## config.mk

```make
export PLATFORM = sky130hd
export DESIGN_NAME = seq_detect_ctrl
export DESIGN_NICKNAME = d
export VERILOG_FILES = /design/src/rtl/seq_detect_pkg.sv /design/src/rtl/seq_sym_serializer.sv /design/src/rtl/seq_detect_ctrl.sv
export SDC_FILE = /design/constraint.sdc
export NUM_CORES = 1
export LEC_CHECK = 0
export ABC_AREA = 1
export CORE_UTILIZATION = 51
export DETAILED_ROUTE_END_ITERATION = 10
export PLACE_DENSITY = 0.75
export SLEW_MARGIN = 10
export SYNTH_ARGS = -nofsm -noshare
export SYNTH_HDL_FRONTEND = slang
export SYNTH_SLANG_ARGS = --single-unit
```

## constraint.sdc

```tcl
create_clock -name clk -period 2.2 [get_ports clk]
set_clock_uncertainty 0.2 [all_clocks]
set_input_delay 0.55 -clock clk [delete_from_list [all_inputs] [get_ports clk]]
set_output_delay 0.55 -clock clk [all_outputs]
set_load 0.01 [all_outputs]
```

## src/rtl/seq_detect_pkg.sv

```systemverilog
// Shared types and constants for the 2-bit-symbol sequence detector frame controller.
package seq_detect_pkg;

    localparam int SYM_W        = 2;
    localparam int WORD_W       = 8;
    localparam int SYM_PER_WORD = 4;

    localparam logic [SYM_W-1:0] FLUSH_SYM    = 2'b00;
    localparam logic [1:0]       LAST_SYM_IDX = 2'(SYM_PER_WORD - 1);

    typedef enum logic [1:0] {
        ST_IDLE  = 2'd0,
        ST_SHIFT = 2'd1,
        ST_FLUSH = 2'd2,
        ST_DONE  = 2'd3
    } state_e;

endpackage

```

## src/rtl/seq_sym_serializer.sv

```systemverilog
// MSB-first word-to-symbol shifter; the register empties to zero so its top
// symbol doubles as the fill/flush value once a word has been fully sent.
module seq_sym_serializer
    import seq_detect_pkg::*;
(
    input  logic              clk,
    input  logic              rst_n,
    input  logic              i_load,
    input  logic              i_shift,
    input  logic              i_clear,
    input  logic [WORD_W-1:0] i_word,
    output logic [SYM_W-1:0]  o_sym,
    output logic              o_last_sym
);

    logic [WORD_W-1:0] r_shreg;
    logic [1:0]        r_sym_cnt;

    // Shift register and symbol index; load wins over shift, clear wins over both.
    always_ff @(posedge clk or negedge rst_n) begin
        if (!rst_n) begin
            r_shreg   <= 8'h00;
            r_sym_cnt <= 2'd0;
        end else if (i_clear) begin
            r_shreg   <= 8'h00;
            r_sym_cnt <= 2'd0;
        end else if (i_load) begin
            r_shreg   <= i_word;
            r_sym_cnt <= 2'd0;
        end else if (i_shift) begin
            r_shreg <= {r_shreg[WORD_W-SYM_W-1:0], FLUSH_SYM};
            if (r_sym_cnt != LAST_SYM_IDX) begin
                r_sym_cnt <= r_sym_cnt + 2'd1;
            end else begin
                r_sym_cnt <= r_sym_cnt;
            end
        end else begin
            r_shreg   <= r_shreg;
            r_sym_cnt <= r_sym_cnt;
        end
    end

    assign o_sym      = r_shreg[WORD_W-1 -: SYM_W];
    assign o_last_sym = (r_sym_cnt == LAST_SYM_IDX);

endmodule

```

## src/rtl/seq_detect_ctrl.sv

```systemverilog
// Frame controller: feeds words to the detector as symbols, counts detector
// hits per frame, and flushes the detector back to idle at each frame end.
module seq_detect_ctrl
    import seq_detect_pkg::*;
#(
    parameter int CNT_W      = 8,
    parameter int FLUSH_SYMS = 2
) (
    input  logic              clk,
    input  logic              rst_n,
    input  logic              in_valid,
    output logic              in_ready,
    input  logic [WORD_W-1:0] in_data,
    input  logic              in_last,
    input  logic              abort,
    output logic [SYM_W-1:0]  det_data,
    input  logic              det_success,
    output logic [CNT_W-1:0]  hit_count,
    output logic              frame_done,
    output logic              frame_aborted
);

    localparam int              FC_W       = $clog2(FLUSH_SYMS + 1);
    localparam logic [FC_W-1:0] FLUSH_LAST = FC_W'(FLUSH_SYMS - 1);
    localparam logic [CNT_W-1:0] CNT_MAX   = {CNT_W{1'b1}};

    state_e          r_state;
    state_e          w_next;
    logic            r_last_q;
    logic [FC_W-1:0] r_flush_cnt;
    logic [CNT_W-1:0] r_hit_count;
    logic            r_frame_done;
    logic            r_frame_aborted;
    logic            w_load;
    logic            w_shift;
    logic            w_clear;
    logic            w_in_ready;
    logic            w_sym_last;
    logic            w_active;
    logic            w_start;

    seq_sym_serializer u_ser (
        .clk        (clk),
        .rst_n      (rst_n),
        .i_load     (w_load),
        .i_shift    (w_shift),
        .i_clear    (w_clear),
        .i_word     (in_data),
        .o_sym      (det_data),
        .o_last_sym (w_sym_last)
    );

    assign w_active = (r_state == ST_SHIFT) || (r_state == ST_FLUSH);
    assign w_start  = (r_state == ST_IDLE) && w_load;

    // Next-state, handshake and serializer control decode.
    always_comb begin
        w_next     = r_state;
        w_in_ready = 1'b0;
        w_load     = 1'b0;
        w_shift    = 1'b0;
        w_clear    = 1'b0;
        case (r_state)
            ST_IDLE: begin
                w_in_ready = 1'b1;
                if (in_valid) begin
                    w_load = 1'b1;
                    w_next = ST_SHIFT;
                end else begin
                    w_next = ST_IDLE;
                end
            end
            ST_SHIFT: begin
                if (abort || (w_sym_last && r_last_q)) begin
                    w_clear = 1'b1;
                    w_next  = ST_FLUSH;
                end else if (w_sym_last) begin
                    // Empty shifter keeps emitting 00 fill until the next word lands.
                    w_in_ready = 1'b1;
                    if (in_valid) begin
                        w_load = 1'b1;
                    end else begin
                        w_shift = 1'b1;
                    end
                end else begin
                    w_shift = 1'b1;
                end
            end
            ST_FLUSH: begin
                if (!abort && (r_flush_cnt == FLUSH_LAST)) begin
                    w_next = ST_DONE;
                end else begin
                    w_next = ST_FLUSH;
                end
            end
            ST_DONE: begin
                w_next = ST_IDLE;
            end
            default: begin
                w_next = ST_IDLE;
            end
        endcase
    end

    // State register and latched last-word flag.
    always_ff @(posedge clk or negedge rst_n) begin
        if (!rst_n) begin
            r_state  <= ST_IDLE;
            r_last_q <= 1'b0;
        end else begin
            r_state <= w_next;
            if (w_load) begin
                r_last_q <= in_last;
            end else begin
                r_last_q <= r_last_q;
            end
        end
    end

    // Flush length counter; an abort restarts it.
    always_ff @(posedge clk or negedge rst_n) begin
        if (!rst_n) begin
            r_flush_cnt <= {FC_W{1'b0}};
        end else if ((w_next == ST_FLUSH) && ((r_state != ST_FLUSH) || abort)) begin
            r_flush_cnt <= {FC_W{1'b0}};
        end else if (r_state == ST_FLUSH) begin
            r_flush_cnt <= r_flush_cnt + FC_W'(1);
        end else begin
            r_flush_cnt <= {FC_W{1'b0}};
        end
    end

    // Per-frame saturating hit counter, abort flag and end-of-frame pulse.
    always_ff @(posedge clk or negedge rst_n) begin
        if (!rst_n) begin
            r_hit_count     <= {CNT_W{1'b0}};
            r_frame_aborted <= 1'b0;
            r_frame_done    <= 1'b0;
        end else begin
            r_frame_done <= (w_next == ST_DONE);
            if (w_start) begin
                r_hit_count     <= {CNT_W{1'b0}};
                r_frame_aborted <= 1'b0;
            end else begin
                if (w_active && det_success && (r_hit_count != CNT_MAX)) begin
                    r_hit_count <= r_hit_count + {{(CNT_W-1){1'b0}}, 1'b1};
                end else begin
                    r_hit_count <= r_hit_count;
                end
                if (w_active && abort) begin
                    r_frame_aborted <= 1'b1;
                end else begin
                    r_frame_aborted <= r_frame_aborted;
                end
            end
        end
    end

    assign in_ready      = w_in_ready;
    assign hit_count     = r_hit_count;
    assign frame_done    = r_frame_done;
    assign frame_aborted = r_frame_aborted;

endmodule

```

==> impl_metrics.toml <==
[detailed_routing]
via_per_inst = 5.269
first_iter_violations = 75
top_layer = "met4"
drc = 0
dr_wl_met2_mm = 1.715
dr.pass1.iters = 4
wl_per_cell_um = 12.66
detail-route-antenna-nets = 0
finalWirelength_mm = 3.343
wl_met1_mm = 1.428
vias = 1391
wl_met3_um = 149

[placed_design]
portBuffers = 26
place.detailed.hpwl_mm = 2.430
place.gp.congestion = 0.8174

[yosys]
synthMostInstantiatedCell = "nand2_1"
yosysTopAreaCellShare = 0.4266
synth_warnings = 0
syn_area_um2 = 1466
synth-main-ff-cell = "dfrtp_1"
synth_edf_count = 0
synth.area.top_cells = "dfrtp_1 (43%), nand2_1 (18%), nand3_1 (8.9%), ha_1 (6.0%), inv_1 (4.9%)"
syn_area_per_cell_um2 = 7.598
synth_area_leader_cell = "dfrtp_1"
synthTopCellsByCount = "nand2_1 (70), nand3_1 (26), dfrtp_1 (25), inv_1 (19), ha_1 (7)"
ys_ff_latch = 25
synthArstFlopShare = 1.000
yosysSeqAreaShare = 0.4266
synth_cell_types = 27
synthCells = 193
syn_nets = 214

[setup_path]
critPathBufInv = 1
r2r_start = "r_state[1]$_DFF_PN0_"
worstSetupEndpointType = "primary output"
cpPeakStageDelay_ns = 0.58
cp-start-kind = "register"
cpMaxStageDelayCell = "clkdlybuf4s50_1"
startpoint = "hit_count[3]$_DFFE_PN0P_"
arrival_ns = 1.38
crit_fanout = 7
crit_family = "buffers and inverters"
crit_chain = "clkdlybuf4s50_1"
cp.required_ns = 1.45
crit_type = "reg2out"

[global_route]
overflow = 0
antenna_found_initial = 0
grt_pass1_vias = 1326
grt_use_total = 0.2218
grt_max_degree = 26
grt_pass1_wl_mm = 5.520

[clock_network]
cts_root_buf = "clkbuf_4"
clk_path_buf_depth = 2
clk_latency_ns = 0.32
clock_sinks = 25
cts-buffers-inserted = 3
cts_tree = "yes"
htreeDepth = 1
path_clk_slew_ns = 0.14

[power]
power_density_nw_per_um2 = 1070
peakVddDrop_mv = 0.7694
p_leak_nw = 0.9989
power_mw = 2.010

[die]
die_w_um = 55.62
rows = 19
core_um2 = 2734
dieArea_um2 = 3094
start_util = 0.5364
fp.dieH_um = 55.62
ios = 27

[sta]
max_freq_mhz = 469.2
fin_crit_ns = 2.131
relSlewSlack = 0.7364
min_period_over_period = 0.9688
hold_viol_final = 0
whs_ns = 0.2963
setup_viol = 0
worst_pin_slew_ns = 0.3939
finalMaxSlewViolations = 0

[layout]
nFillCells = 233
diodes = 0
fin_nets = 255
fin_util = 0.6874
drive_gt1_frac = 0.1674
area_delta_synth_final_pct = 28.16

[hold_path]
hp-class = "reg2reg"
hp-start = "u_ser.r_shreg[7]$_DFFE_PN0P_"

[job]
cap_violations = 0

[run_status]
status = "completed"
-- sequential cells by signal, summed over array words and instances, names as in the netlist --
| signal | flops |
|---|---|
| frame_aborted | 1 |
| r_flush_cnt | 2 |
| hit_count | 8 |
| frame_done | 1 |
| u_ser.r_shreg | 8 |
| r_last_q | 1 |
| r_state | 2 |
| u_ser.r_sym_cnt | 2 |
-- final timing paths --
check | endpoint | slack (ns) | cells past startpoint
worst max-delay path | hit_count[3] | 0.07 | 1
worst min-delay path | u_ser.r_shreg[7]$_DFFE_PN0P_ | 0.30 | 2
worst max register to register | u_ser.r_sym_cnt[1]$_DFFE_PN0P_ | 0.37 | 7
worst min register to register | u_ser.r_shreg[7]$_DFFE_PN0P_ | 0.30 | 2
max in group asynchronous | u_ser.r_sym_cnt[0]$_DFFE_PN0P_ | 1.18 | 2
min in group asynchronous | u_ser.r_shreg[0]$_DFFE_PN0P_ | 0.37 | 2
-- metal layers --
metal,track usage,vias up
li1,-,689
met1,0.2595,656
met2,0.4045,40
met3,0.03256,6
met4,0.08929,0
met5,0,-
-- cells by family (layout without fill, tap and decap cells) --
group / after synthesis / in the layout / synth area share
fa+ha+maj: 7 / 7 / 0.05972
compound gates: 14 / 14 / 0.06144
buf+inv: 30 / 70 / 0.08787
simple gates: 116 / 116 / 0.3584
xor+xnor: 1 / 1 / 0.005974
flops: 25 / 25 / 0.4266
-- timing repair --
action | 4_1_cts | 5_1_grt
resized for setup | 6 | 3
hold buffers | 0 | 0
setup buffers | 1 | 2
endpoints found under the setup margin | 1 | 1
-- where the power goes --
| group | switching [mW] | internal, mW |
|---|---|---|
| clock network | 0.137 | 0.0680 |
| registers | 0.0999 | 0.599 |
| logic | 0.614 | 0.491 |
-- cell type report --
cell class                      count  area (um^2)  area share
Multi-Input combinational cell    138        719.4      0.3828
Inverter                           25        93.84     0.04993
Tap cell                           31        38.79     0.02064
Timing Repair Buffer               41        374.1      0.1991
Sequential cell                    25        625.6      0.3329
Clock inverter                      1        5.005    0.002663
Clock buffer                        3        22.52     0.01198
-- metrics by stage --
stage	cell area, um^2	std cells	setup TNS [ns]	setup slack [ns]
6_report	1879	264	0	0.06860
5_1_grt	1879	264	-0.008602	-0.008602
4_1_cts	1853	262	0	0.05950
3_5_place_dp	1821	257	-0.3039	-0.3039
3_3_place_gp	1821	257	-0.3034	-0.3034
2_1_floorplan	1466	193	0	0.3529
-- layout by cell type, fill, tap and decap left out, drive strengths merged --
master | Yosys | routed
a21boi | 1 | 1
a21oi | 5 | 5
buf | 4 | 16
clkbuf | 1 | 3
clkdlybuf4s50 | 0 | 25
clkinv | 0 | 1
dfrtp | 25 | 25
ha | 7 | 7
inv | 25 | 25
nand2 | 72 | 72
nand3 | 26 | 26
nand3b | 3 | 3
nand4 | 5 | 5
nor2 | 7 | 7
nor3 | 2 | 2
o21ai | 7 | 7
o21bai | 1 | 1
or2 | 1 | 1
xor2 | 1 | 1
Note: power is estimated with default switching activity, not from simulation.
